===== src/rtl/imem_load_ctrl_if.sv =====
// Bus bundle between the instruction-memory load controller, the fetch
// stage, the program loader and the instruction memory.
// slave  : controller side (drives fetch result, loader handshake, memory port)
// master : environment side (pipeline, loader and memory model)
interface imem_load_ctrl_if;
  logic [21:0] pc;
  logic [21:0] instr;
  logic        fetch_stall;
  logic        cpu_rst;
  logic        load_req;
  logic        ld_valid;
  logic [21:0] ld_data;
  logic        ld_last;
  logic        ld_ready;
  logic [6:0]  ld_count;
  logic        ld_ovf;
  logic [21:0] ld_checksum;
  logic [21:0] mem_a;
  logic [21:0] mem_wd;
  logic        mem_we;
  logic [21:0] mem_rd;

  modport slave (
    input  pc, load_req, ld_valid, ld_data, ld_last, mem_rd,
    output instr, fetch_stall, cpu_rst, ld_ready, ld_count, ld_ovf,
           ld_checksum, mem_a, mem_wd, mem_we
  );

  modport master (
    output pc, load_req, ld_valid, ld_data, ld_last, mem_rd,
    input  instr, fetch_stall, cpu_rst, ld_ready, ld_count, ld_ovf,
           ld_checksum, mem_a, mem_wd, mem_we
  );
endinterface


===== src/rtl/imem_load_ctrl.sv =====
// Instruction-memory load controller.
// Shares a single-port instruction memory between the fetch stage (RUN) and
// a streaming program loader (LOAD). After a load, one DRAIN cycle pulses
// cpu_rst so the pipeline restarts at PC 0.
// Optional feature: define IMEM_LOAD_CHECKSUM_EN to accumulate an XOR
// checksum of every accepted loader word on ld_checksum (otherwise it is 0).
module imem_load_ctrl #(
  parameter int          DEPTH     = 101,
  parameter logic [21:0] NOP_INSTR = 22'b0
) (
  input  logic            clk,
  input  logic            reset,
  imem_load_ctrl_if.slave bus
);

  typedef enum logic [1:0] {RUN, LOAD, DRAIN} state_t;

  localparam logic [19:0] LAST_IDX  = 20'(DEPTH - 1);
  localparam logic [19:0] DEPTH_IDX = 20'(DEPTH);

  state_t      state_q;
  logic [19:0] wr_ptr_q;
  logic [6:0]  ld_count_q;
  logic        ld_ovf_q;

  logic        ld_ready;
  logic        accept;
  logic        at_last_idx;
  logic        unused_pc_lsb;

  // Byte-offset bits of the fetch address do not select a word.
  assign unused_pc_lsb = ^bus.pc[1:0];

  assign at_last_idx = (wr_ptr_q == LAST_IDX);
  assign accept      = bus.ld_valid && ld_ready;

  // Control FSM plus write pointer and load statistics.
  always_ff @(posedge clk) begin
    if (reset) begin
      state_q    <= RUN;
      wr_ptr_q   <= '0;
      ld_count_q <= '0;
      ld_ovf_q   <= 1'b0;
    end else begin
      case (state_q)
        RUN: begin
          if (bus.load_req) begin
            state_q    <= LOAD;
            wr_ptr_q   <= '0;
            ld_count_q <= '0;
            ld_ovf_q   <= 1'b0;
          end
        end
        LOAD: begin
          if (accept) begin
            wr_ptr_q   <= wr_ptr_q + 20'd1;
            ld_count_q <= ld_count_q + 7'd1;
            if (bus.ld_last || at_last_idx) state_q <= DRAIN;
            // Memory full before the program ended: flag truncation.
            if (at_last_idx && !bus.ld_last) ld_ovf_q <= 1'b1;
          end
        end
        DRAIN:   state_q <= RUN;
        default: state_q <= RUN;
      endcase
    end
  end

`ifdef IMEM_LOAD_CHECKSUM_EN
  logic [21:0] ld_checksum_q;
  logic [21:0] ld_checksum_d;

  assign ld_checksum_d = ld_checksum_q ^ bus.ld_data;

  // XOR accumulator, cleared on reset and on every new load.
  always_ff @(posedge clk) begin
    if (reset) begin
      ld_checksum_q <= '0;
    end else if (state_q == RUN && bus.load_req) begin
      ld_checksum_q <= '0;
    end else if (accept) begin
      ld_checksum_q <= ld_checksum_d;
    end
  end

  assign bus.ld_checksum = ld_checksum_q;
`else
  assign bus.ld_checksum = '0;
`endif

  // Memory port, fetch result and handshake decoded from the current state.
  // Write enable, ready and restart are held low while reset is asserted so
  // an aborted load cannot write or restart the core on its way out.
  always_comb begin
    bus.mem_a       = bus.pc;
    bus.mem_wd      = bus.ld_data;
    bus.mem_we      = 1'b0;
    bus.instr       = NOP_INSTR;
    bus.fetch_stall = 1'b0;
    bus.cpu_rst     = 1'b0;
    ld_ready        = 1'b0;
    case (state_q)
      RUN: begin
        if (bus.pc[21:2] < DEPTH_IDX) bus.instr = bus.mem_rd;
      end
      LOAD: begin
        bus.fetch_stall = 1'b1;
        ld_ready        = !reset;
        bus.mem_a       = {wr_ptr_q, 2'b00};
        bus.mem_we      = bus.ld_valid && !reset;
      end
      DRAIN: begin
        bus.fetch_stall = 1'b1;
        bus.cpu_rst     = !reset;
      end
      default: ;
    endcase
  end

  assign bus.ld_ready = ld_ready;
  assign bus.ld_count = ld_count_q;
  assign bus.ld_ovf   = ld_ovf_q;

endmodule


===== src/flat_wrapper.sv =====
// flat-port wrapper written by rule: the top's interface ports become plain ports
module imem_load_ctrl_flat 
#(
  parameter int          DEPTH     = 101,
  parameter logic [21:0] NOP_INSTR = 22'b0
)
  (clk, reset, bus_pc, bus_load_req, bus_ld_valid, bus_ld_data, bus_ld_last, bus_mem_rd, bus_instr, bus_fetch_stall, bus_cpu_rst, bus_ld_ready, bus_ld_count, bus_ld_ovf, bus_ld_checksum, bus_mem_a, bus_mem_wd, bus_mem_we);
  imem_load_ctrl_if bus_i ();
  input  logic clk;
  input  logic reset;
  input wire logic [$bits(bus_i.pc)-1:0] bus_pc;
  input wire logic [$bits(bus_i.load_req)-1:0] bus_load_req;
  input wire logic [$bits(bus_i.ld_valid)-1:0] bus_ld_valid;
  input wire logic [$bits(bus_i.ld_data)-1:0] bus_ld_data;
  input wire logic [$bits(bus_i.ld_last)-1:0] bus_ld_last;
  input wire logic [$bits(bus_i.mem_rd)-1:0] bus_mem_rd;
  output wire logic [$bits(bus_i.instr)-1:0] bus_instr;
  output wire logic [$bits(bus_i.fetch_stall)-1:0] bus_fetch_stall;
  output wire logic [$bits(bus_i.cpu_rst)-1:0] bus_cpu_rst;
  output wire logic [$bits(bus_i.ld_ready)-1:0] bus_ld_ready;
  output wire logic [$bits(bus_i.ld_count)-1:0] bus_ld_count;
  output wire logic [$bits(bus_i.ld_ovf)-1:0] bus_ld_ovf;
  output wire logic [$bits(bus_i.ld_checksum)-1:0] bus_ld_checksum;
  output wire logic [$bits(bus_i.mem_a)-1:0] bus_mem_a;
  output wire logic [$bits(bus_i.mem_wd)-1:0] bus_mem_wd;
  output wire logic [$bits(bus_i.mem_we)-1:0] bus_mem_we;
  assign bus_i.pc = bus_pc;
  assign bus_i.load_req = bus_load_req;
  assign bus_i.ld_valid = bus_ld_valid;
  assign bus_i.ld_data = bus_ld_data;
  assign bus_i.ld_last = bus_ld_last;
  assign bus_i.mem_rd = bus_mem_rd;
  assign bus_instr = bus_i.instr;
  assign bus_fetch_stall = bus_i.fetch_stall;
  assign bus_cpu_rst = bus_i.cpu_rst;
  assign bus_ld_ready = bus_i.ld_ready;
  assign bus_ld_count = bus_i.ld_count;
  assign bus_ld_ovf = bus_i.ld_ovf;
  assign bus_ld_checksum = bus_i.ld_checksum;
  assign bus_mem_a = bus_i.mem_a;
  assign bus_mem_wd = bus_i.mem_wd;
  assign bus_mem_we = bus_i.mem_we;
  imem_load_ctrl #(.DEPTH(DEPTH), .NOP_INSTR(NOP_INSTR)) u_core (.clk(clk), .reset(reset), .bus(bus_i));
endmodule

===== config.mk =====
export PLATFORM = sky130hd
export DESIGN_NAME = imem_load_ctrl_flat
export DESIGN_NICKNAME = d
export VERILOG_FILES = /design/src/rtl/imem_load_ctrl_if.sv /design/src/rtl/imem_load_ctrl.sv /design/src/flat_wrapper.sv
export SDC_FILE = /design/constraint.sdc
export NUM_CORES = 1
export LEC_CHECK = 0
export ABC_AREA = 0
export BUFFER_PORTS_ARGS = -buffer_cell sky130_fd_sc_hd__buf_2
export CAP_MARGIN = 10
export CORE_MARGIN = 4
export CORE_UTILIZATION = 38
export DETAILED_ROUTE_END_ITERATION = 8
export GPL_ROUTABILITY_DRIVEN = 0
export PLACE_DENSITY = 0.78
export SETUP_SLACK_MARGIN = 0.4
export SLEW_MARGIN = 20
export SYNTH_ARGS = -nofsm -noshare
export SYNTH_HDL_FRONTEND = slang
export SYNTH_SLANG_ARGS = --single-unit

===== constraint.sdc =====
create_clock -name clk -period 2.08 [get_ports clk]
set_input_delay 0.208 -clock clk [delete_from_list [all_inputs] [get_ports clk]]
set_output_delay 0.208 -clock clk [all_outputs]
set_load 0.02 [all_outputs]

After elaboration in Yosys (flattened, before gate mapping)
Cells that the tools add are included.
{"block": "totals", "mem_bits_ro": 0, "ram_bits": 0, "ff_bits": 30, "output_inout_bits": 100, "n_memories": 0, "latchBits": 0, "input_bits": 71}
{"block": "op_classes", "eq_ne": 7, "mux": 21, "mul": 0, "n_bitwise": 0, "n_shift": 0, "addsub": 2, "order_cmp": 1, "reduce_logical": 12, "div": 0}
{"op": "2-to-1 mux 22 bit", "n": 3}
{"op": "2-to-1 mux 20 bit", "n": 2}
{"op": "case mux 20 bit (2 select lines)", "n": 1}
{"op": "adder 20 x 1 -> 20 bit, second input constant", "n": 1}
{"op": "== test 20 x 7 -> 1 bit, second input constant", "n": 1}
{"op": "< comparator 20 x 7 -> 1 bit, second input constant", "n": 1}
{"op": "2-to-1 mux 7 bit", "n": 2}
{"op": "case mux 7 bit (2 select lines)", "n": 1}
{"op": "adder 7 x 1 -> 7 bit, second input constant", "n": 1}
{"op": "2-to-1 mux 1 bit", "n": 7}
{"op": "2-to-1 mux 2 bit", "n": 3}
{"op": "inequality test 2 x 1 -> 1 bit, second input constant", "n": 3}
{"op": "AND reduction 3 bit", "n": 2}
{"op": "case mux 2 bit (2 select lines)", "n": 1}
{"op": "AND reduction 4 bit", "n": 1}
{"op": "logical AND 1 bit", "n": 3}
{"op": "== test 2 x 1 -> 1 bit, second input constant", "n": 1}
{"op": "== test 2 bit, second input constant", "n": 1}
{"op": "logical NOT 1 bit", "n": 2}
{"op": "logical NOT 2 bit", "n": 1}
{"op": "inequality test 2 bit, second input constant", "n": 1}
{"op": "case mux 1 bit (2 select lines)", "n": 1}
{"op": "nonzero test 2 bit", "n": 1}
{"op": "OR reduction 2 bit", "n": 1}
{"op": "logical OR 1 bit", "n": 1}

Logic depth before layout (Yosys ltp)
{"block": "logic_depth", "ltp_word": 5, "mapped_depth": 9, "depth_no_buf": 7}

Worst setup path before layout
Ideal clock, no wire load.
{"block": "synth_timing", "kind": "reg-to-output", "startpoint": "register u_core.state_q[1]", "endpoint": "output bus_mem_a[10]", "required_time_ns": 1.872, "stages_incl_launch_ff": 7, "arrival_time_ns": 1.785, "n_path_buf": 3, "setup_slack_ns": 0.087, "cell_sequence": "dfxtp_1 -> inv_1 -> ha_1 -> buf_2 -> buf_1 -> clkbuf_1 -> mux2_2"}
{"block": "synth_via", "elab_chain_len": 2}
{"element": "from (decl)", "line": "imem_load_ctrl.sv:21", "source": "state_t state_q;"}
{"element": "from (signal assigned)", "line": "imem_load_ctrl.sv:40", "source": "state_q <= RUN;"}
{"element": "from (signal assigned)", "line": "imem_load_ctrl.sv:48", "source": "state_q <= LOAD;"}
{"element": "from (signal assigned)", "line": "imem_load_ctrl.sv:58", "source": "if (bus.ld_last || at_last_idx) state_q <= DRAIN;"}
{"element": "== test 2 x 1 -> 1 bit", "line": "imem_load_ctrl.sv:102", "source": "case (state_q)"}
{"element": "2-to-1 mux 22 bit", "line": "imem_load_ctrl.sv:102"}
{"element": "to (decl)", "line": "flat_wrapper.sv:24", "source": "output wire logic [$bits(bus_i.mem_a)-1:0] bus_mem_a;"}
Every way passes these cells.

Worst setup path in the final report
{"block": "layout_timing", "startpoint": "register u_core.state_q[1]", "endpoint": "register u_core.wr_ptr_q[13]"}
{"block": "layout_via", "elab_chain_len": 5}
{"element": "== test 2 x 1 -> 1 bit", "line": "imem_load_ctrl.sv:45, imem_load_ctrl.sv:102"}
{"element": "2-to-1 mux 1 bit", "line": "imem_load_ctrl.sv:102"}
{"element": "logical AND 1 bit", "line": "imem_load_ctrl.sv:35", "source": "assign accept = bus.ld_valid && ld_ready;"}
{"element": "inequality test 2 x 1 -> 1 bit (no line)"}
{"element": "AND reduction 3 bit (no line)"}
{"element": "to (signal assigned)", "line": "imem_load_ctrl.sv:56", "source": "wr_ptr_q <= wr_ptr_q + 20'd1;"}
{"element": "to (decl)", "line": "imem_load_ctrl.sv:22", "source": "logic [19:0] wr_ptr_q;"}
Several ways; a longest one is shown, not always the timed one.
A chain may end at the register's enable or synchronous reset.

==> out/metrics.csv <==
stage;metric;value;unit
timing;hold_slack;274;ps
synthesis;synth_cell_types;38;
floorplanning;rows;28;
timing;hold_viol_final;0;
global_routing;grt_pass1_wl;14000;µm
global_routing;grt_pass1_vias;2814;
pwr;ir_drop;546;µV
synthesis;netlist_area;2400;µm²
setup_path;setup.worst_path.class;reg -> reg;
setup_path;crit_path_end_kind;flip-flop;
place;io_buffers;104;
synthesis;synth_cells;293;
global_routing;antenna_found_initial;0;
synthesis;ys.flop_type;dfxtp_1;
floorplanning;die_x;87.5;µm
cells_and_area;layout-drive-gt1-share;0.603;
setup_path;required;2320;ps
pwr;p_total;3.32;mW
floorplanning;initial_core_util;0.398;
cells_and_area;nets;490;
outcome;status;complete, but fails checks;
route;drtIter0Drc;164;
route;drtAntennaViolNets;0;
route;vias_per_cell;5.45;
timing;drv_slew;0;
cts;tritoncts;done;
setup_path;crit_start;u_core.state_q[1]$_SDFFE_PP0P_;
place;dp_slack;193;ps
cts;clk_pin_slew;70;ps
cts;hold_buffers;0;
setup_path;critPathArrivalTime;2410;ps
floorplanning;ios;171;
outcome;failed_checks;setup timing;
pwr;intPower;2.02;mW
route;drtPass1Iterations;4;
cells_and_area;nFillCells;430;
route;vias;2659;
setup_path;path_buf_inv;4;
cells_and_area;register_area;606;µm²
synthesis;synth_edf_count;0;
place;dp_cells;449;
setup_path;cp_top_family;buffers and inverters;
cells_and_area;stdcell_count;488;
timing;setup_violations;27;
cells_and_area;multi_input_area;1960;µm²
pwr;leakagePower;1.94;nW
global_routing;grt_max_degree;13;
setup_path;crit_slowest_cell;dfxtp_2;
cts;clock-sinks;30;
cells_and_area;antenna_cells;0;
cts;h-tree-depth;2;
setup_path;cp-start-kind;flip-flop;
setup_path;critPathMaxStageDelay;360;ps
cts;cts_root_buf;clkbuf_8;
synthesis;ys_warn_count;0;
pwr;pwr-share-seq;0.193;
job;max_cap_violations;0;
route;routed_wl;9830;µm
pwr;switching_share;0.391;
pwr;clkPwrFrac;0.154;
timing;max_freq;461;MHz
timing;fin_crit_sh;1.04;
route;remaining_drc_errors;0;
setup_path;cpMostUsedCell;buf_6;
place;hpwl;5260;µm
worst_hold_path;hp-class;in -> reg;
synthesis;seq_area_frac_synth;0.250;
pwr;switchingPower;1.30;mW
timing;post-route-min-period;2170;ps
timing;relSlewSlack;0.580;
setup_path;reg2reg_from;u_core.state_q[1]$_SDFFE_PP0P_;
timing;tightest_slew;629;ps
timing;finalClockSkew;4.34;ps
worst_hold_path;hold_path_startpoint;reset;
pwr;powerDensity;805;nW/µm²
synthesis;synthArstFlopShare;0;
setup_path;crit_fanout;8;
cts;worstSkewPairLatency;290;ps
cells_and_area;areaGrowthSynthToFinish;71.5;%
floorplanning;die_area;7650;µm²
cells_and_area;postLayoutCoreUtil;0.684;
synthesis;ys_ff_latch;30;
timing;rsz0062_at_grt;yes;
global_routing;grt_usage;0.238;
synthesis;syn_area_per_cell;8.19;µm²
floorplanning;core-area;6030;µm²
global_routing;overflow;0;
cts;clk_path_buf_depth;2;
floorplanning;fp.dieH;87.5;µm
setup_path;worstPathCellList;inv_4 > ha_4 > buf_4 > buf_6 > mux2i_2 > a211o_4 > nor4_4 > buf_6 > and3_4 > o21ba_4;
route;wire_per_inst;20.1;µm
cts;cts_buffers;5;
timing;setup_ws;-90.0;ps
pwr;p_comb_frac;0.653;
per-stage QoR:
stage	instance area [µm²]	setup TNS [ps]
floorplan	2580	0
global placement	2880	0
detailed placement	2880	0
CTS	3830	-107
global route	4120	-3320
finish	4120	-1350
cell usage in the layout (no fill, tap or decap), drive strengths merged, types with 7 or more instances in the layout:
cell type | Yosys | layout
buf | 47 | 145
dfxtp | 30 | 30
nor2 | 27 | 27
and2 | 25 | 25
conb | 1 | 22
mux2 | 20 | 20
nand2 | 16 | 16
inv | 13 | 13
nor4 | 13 | 13
xnor2 | 12 | 12
a21oi | 12 | 12
nand3 | 11 | 11
clkbuf | 8 | 8
and3 | 7 | 7
ha | 7 | 7
final timing paths:
| check | end | slack [ps] | depth (start not counted) |
|---|---|---|---|
| worst min-delay path | u_core.wr_ptr_q[1]$_SDFFE_PP0P_ | 270 | 2 |
| worst max-delay path | u_core.wr_ptr_q[13]$_SDFFE_PP0P_ | -90 | 10 |
| worst max register to register | u_core.wr_ptr_q[13]$_SDFFE_PP0P_ | -90 | 10 |
| worst min register to register | u_core.bus.ld_ovf$_SDFFE_PP0P_ | 470 | 2 |
kinds of logic (layout without fill, tap and decap cells):
group / count (synthesis) / after routing / share of synthesized area
xor+xnor: 17 / 17 / 0.0620
flops: 30 / 30 / 0.250
compound gates: 26 / 26 / 0.0683
other cells: 1 / 22 / 0.00156
simple gates: 121 / 121 / 0.297
fa+ha+maj: 7 / 7 / 0.0365
buf+inv: 68 / 167 / 0.179
mux: 23 / 23 / 0.106
routing by layer:
metal | global-route usage | up-vias | share of wire
met2 | 0.435 | 179 | 0.53
met1 | 0.250 | 1277 | 0.35
met4 | 0.120 | 0 | 0.042
li1 | - | 1167 | -
met5 | 0 | - | 0
met3 | 0.0577 | 36 | 0.080
layout make-up:
type                            count  share of cell area
Clock inverter                      1             0.00122
Tap cell                           75              0.0228
Timing Repair Buffer              146               0.317
Clock buffer                        7              0.0210
Sequential cell                    30               0.147
Multi-Input combinational cell    216               0.476
Inverter                           13              0.0149
repair_timing:
item	in CTS	in global routing
buffers inserted	14	10
endpoints found under the setup margin	63	76
resized for setup	192	32
cloned	6	1
pin swaps	46	27
cell usage after synthesis (7+ instances only):
library cell | n | area, µm²
dfxtp_1 | 30 | 601
clkbuf_1 | 8 | 30.0
a21oi_1 | 11 | 55.1
nand3_1 | 11 | 55.1
mux2_2 | 20 | 225
nand2_1 | 16 | 60.1
inv_1 | 13 | 48.8
nor4_2 | 7 | 87.6
xnor2_1 | 12 | 105
and2_1 | 25 | 156
buf_4 | 44 | 330
nor2_1 | 27 | 101
and3_1 | 7 | 43.8
ha_1 | 7 | 87.6
sequential cells by signal (all words and copies together), names as in the netlist:
| signal | cells |
|---|---|
| u_core.wr_ptr_q | 20 |
| u_core.bus.ld_count | 7 |
| u_core.state_q | 2 |
| u_core.bus.ld_ovf | 1 |
power by group through the flow:
stage / combinational [mW] / sequential [mW] / clock [mW]
global placement: 1.07 / 0.649 / 0
detailed placement: 1.08 / 0.653 / 0
global route: 2.25 / 0.642 / 0.532
floorplan: 0.848 / 0.652 / 0
finish: 2.17 / 0.640 / 0.509
CTS: 1.77 / 0.635 / 0.498
Note: power is estimated with default switching activity, not from simulation.
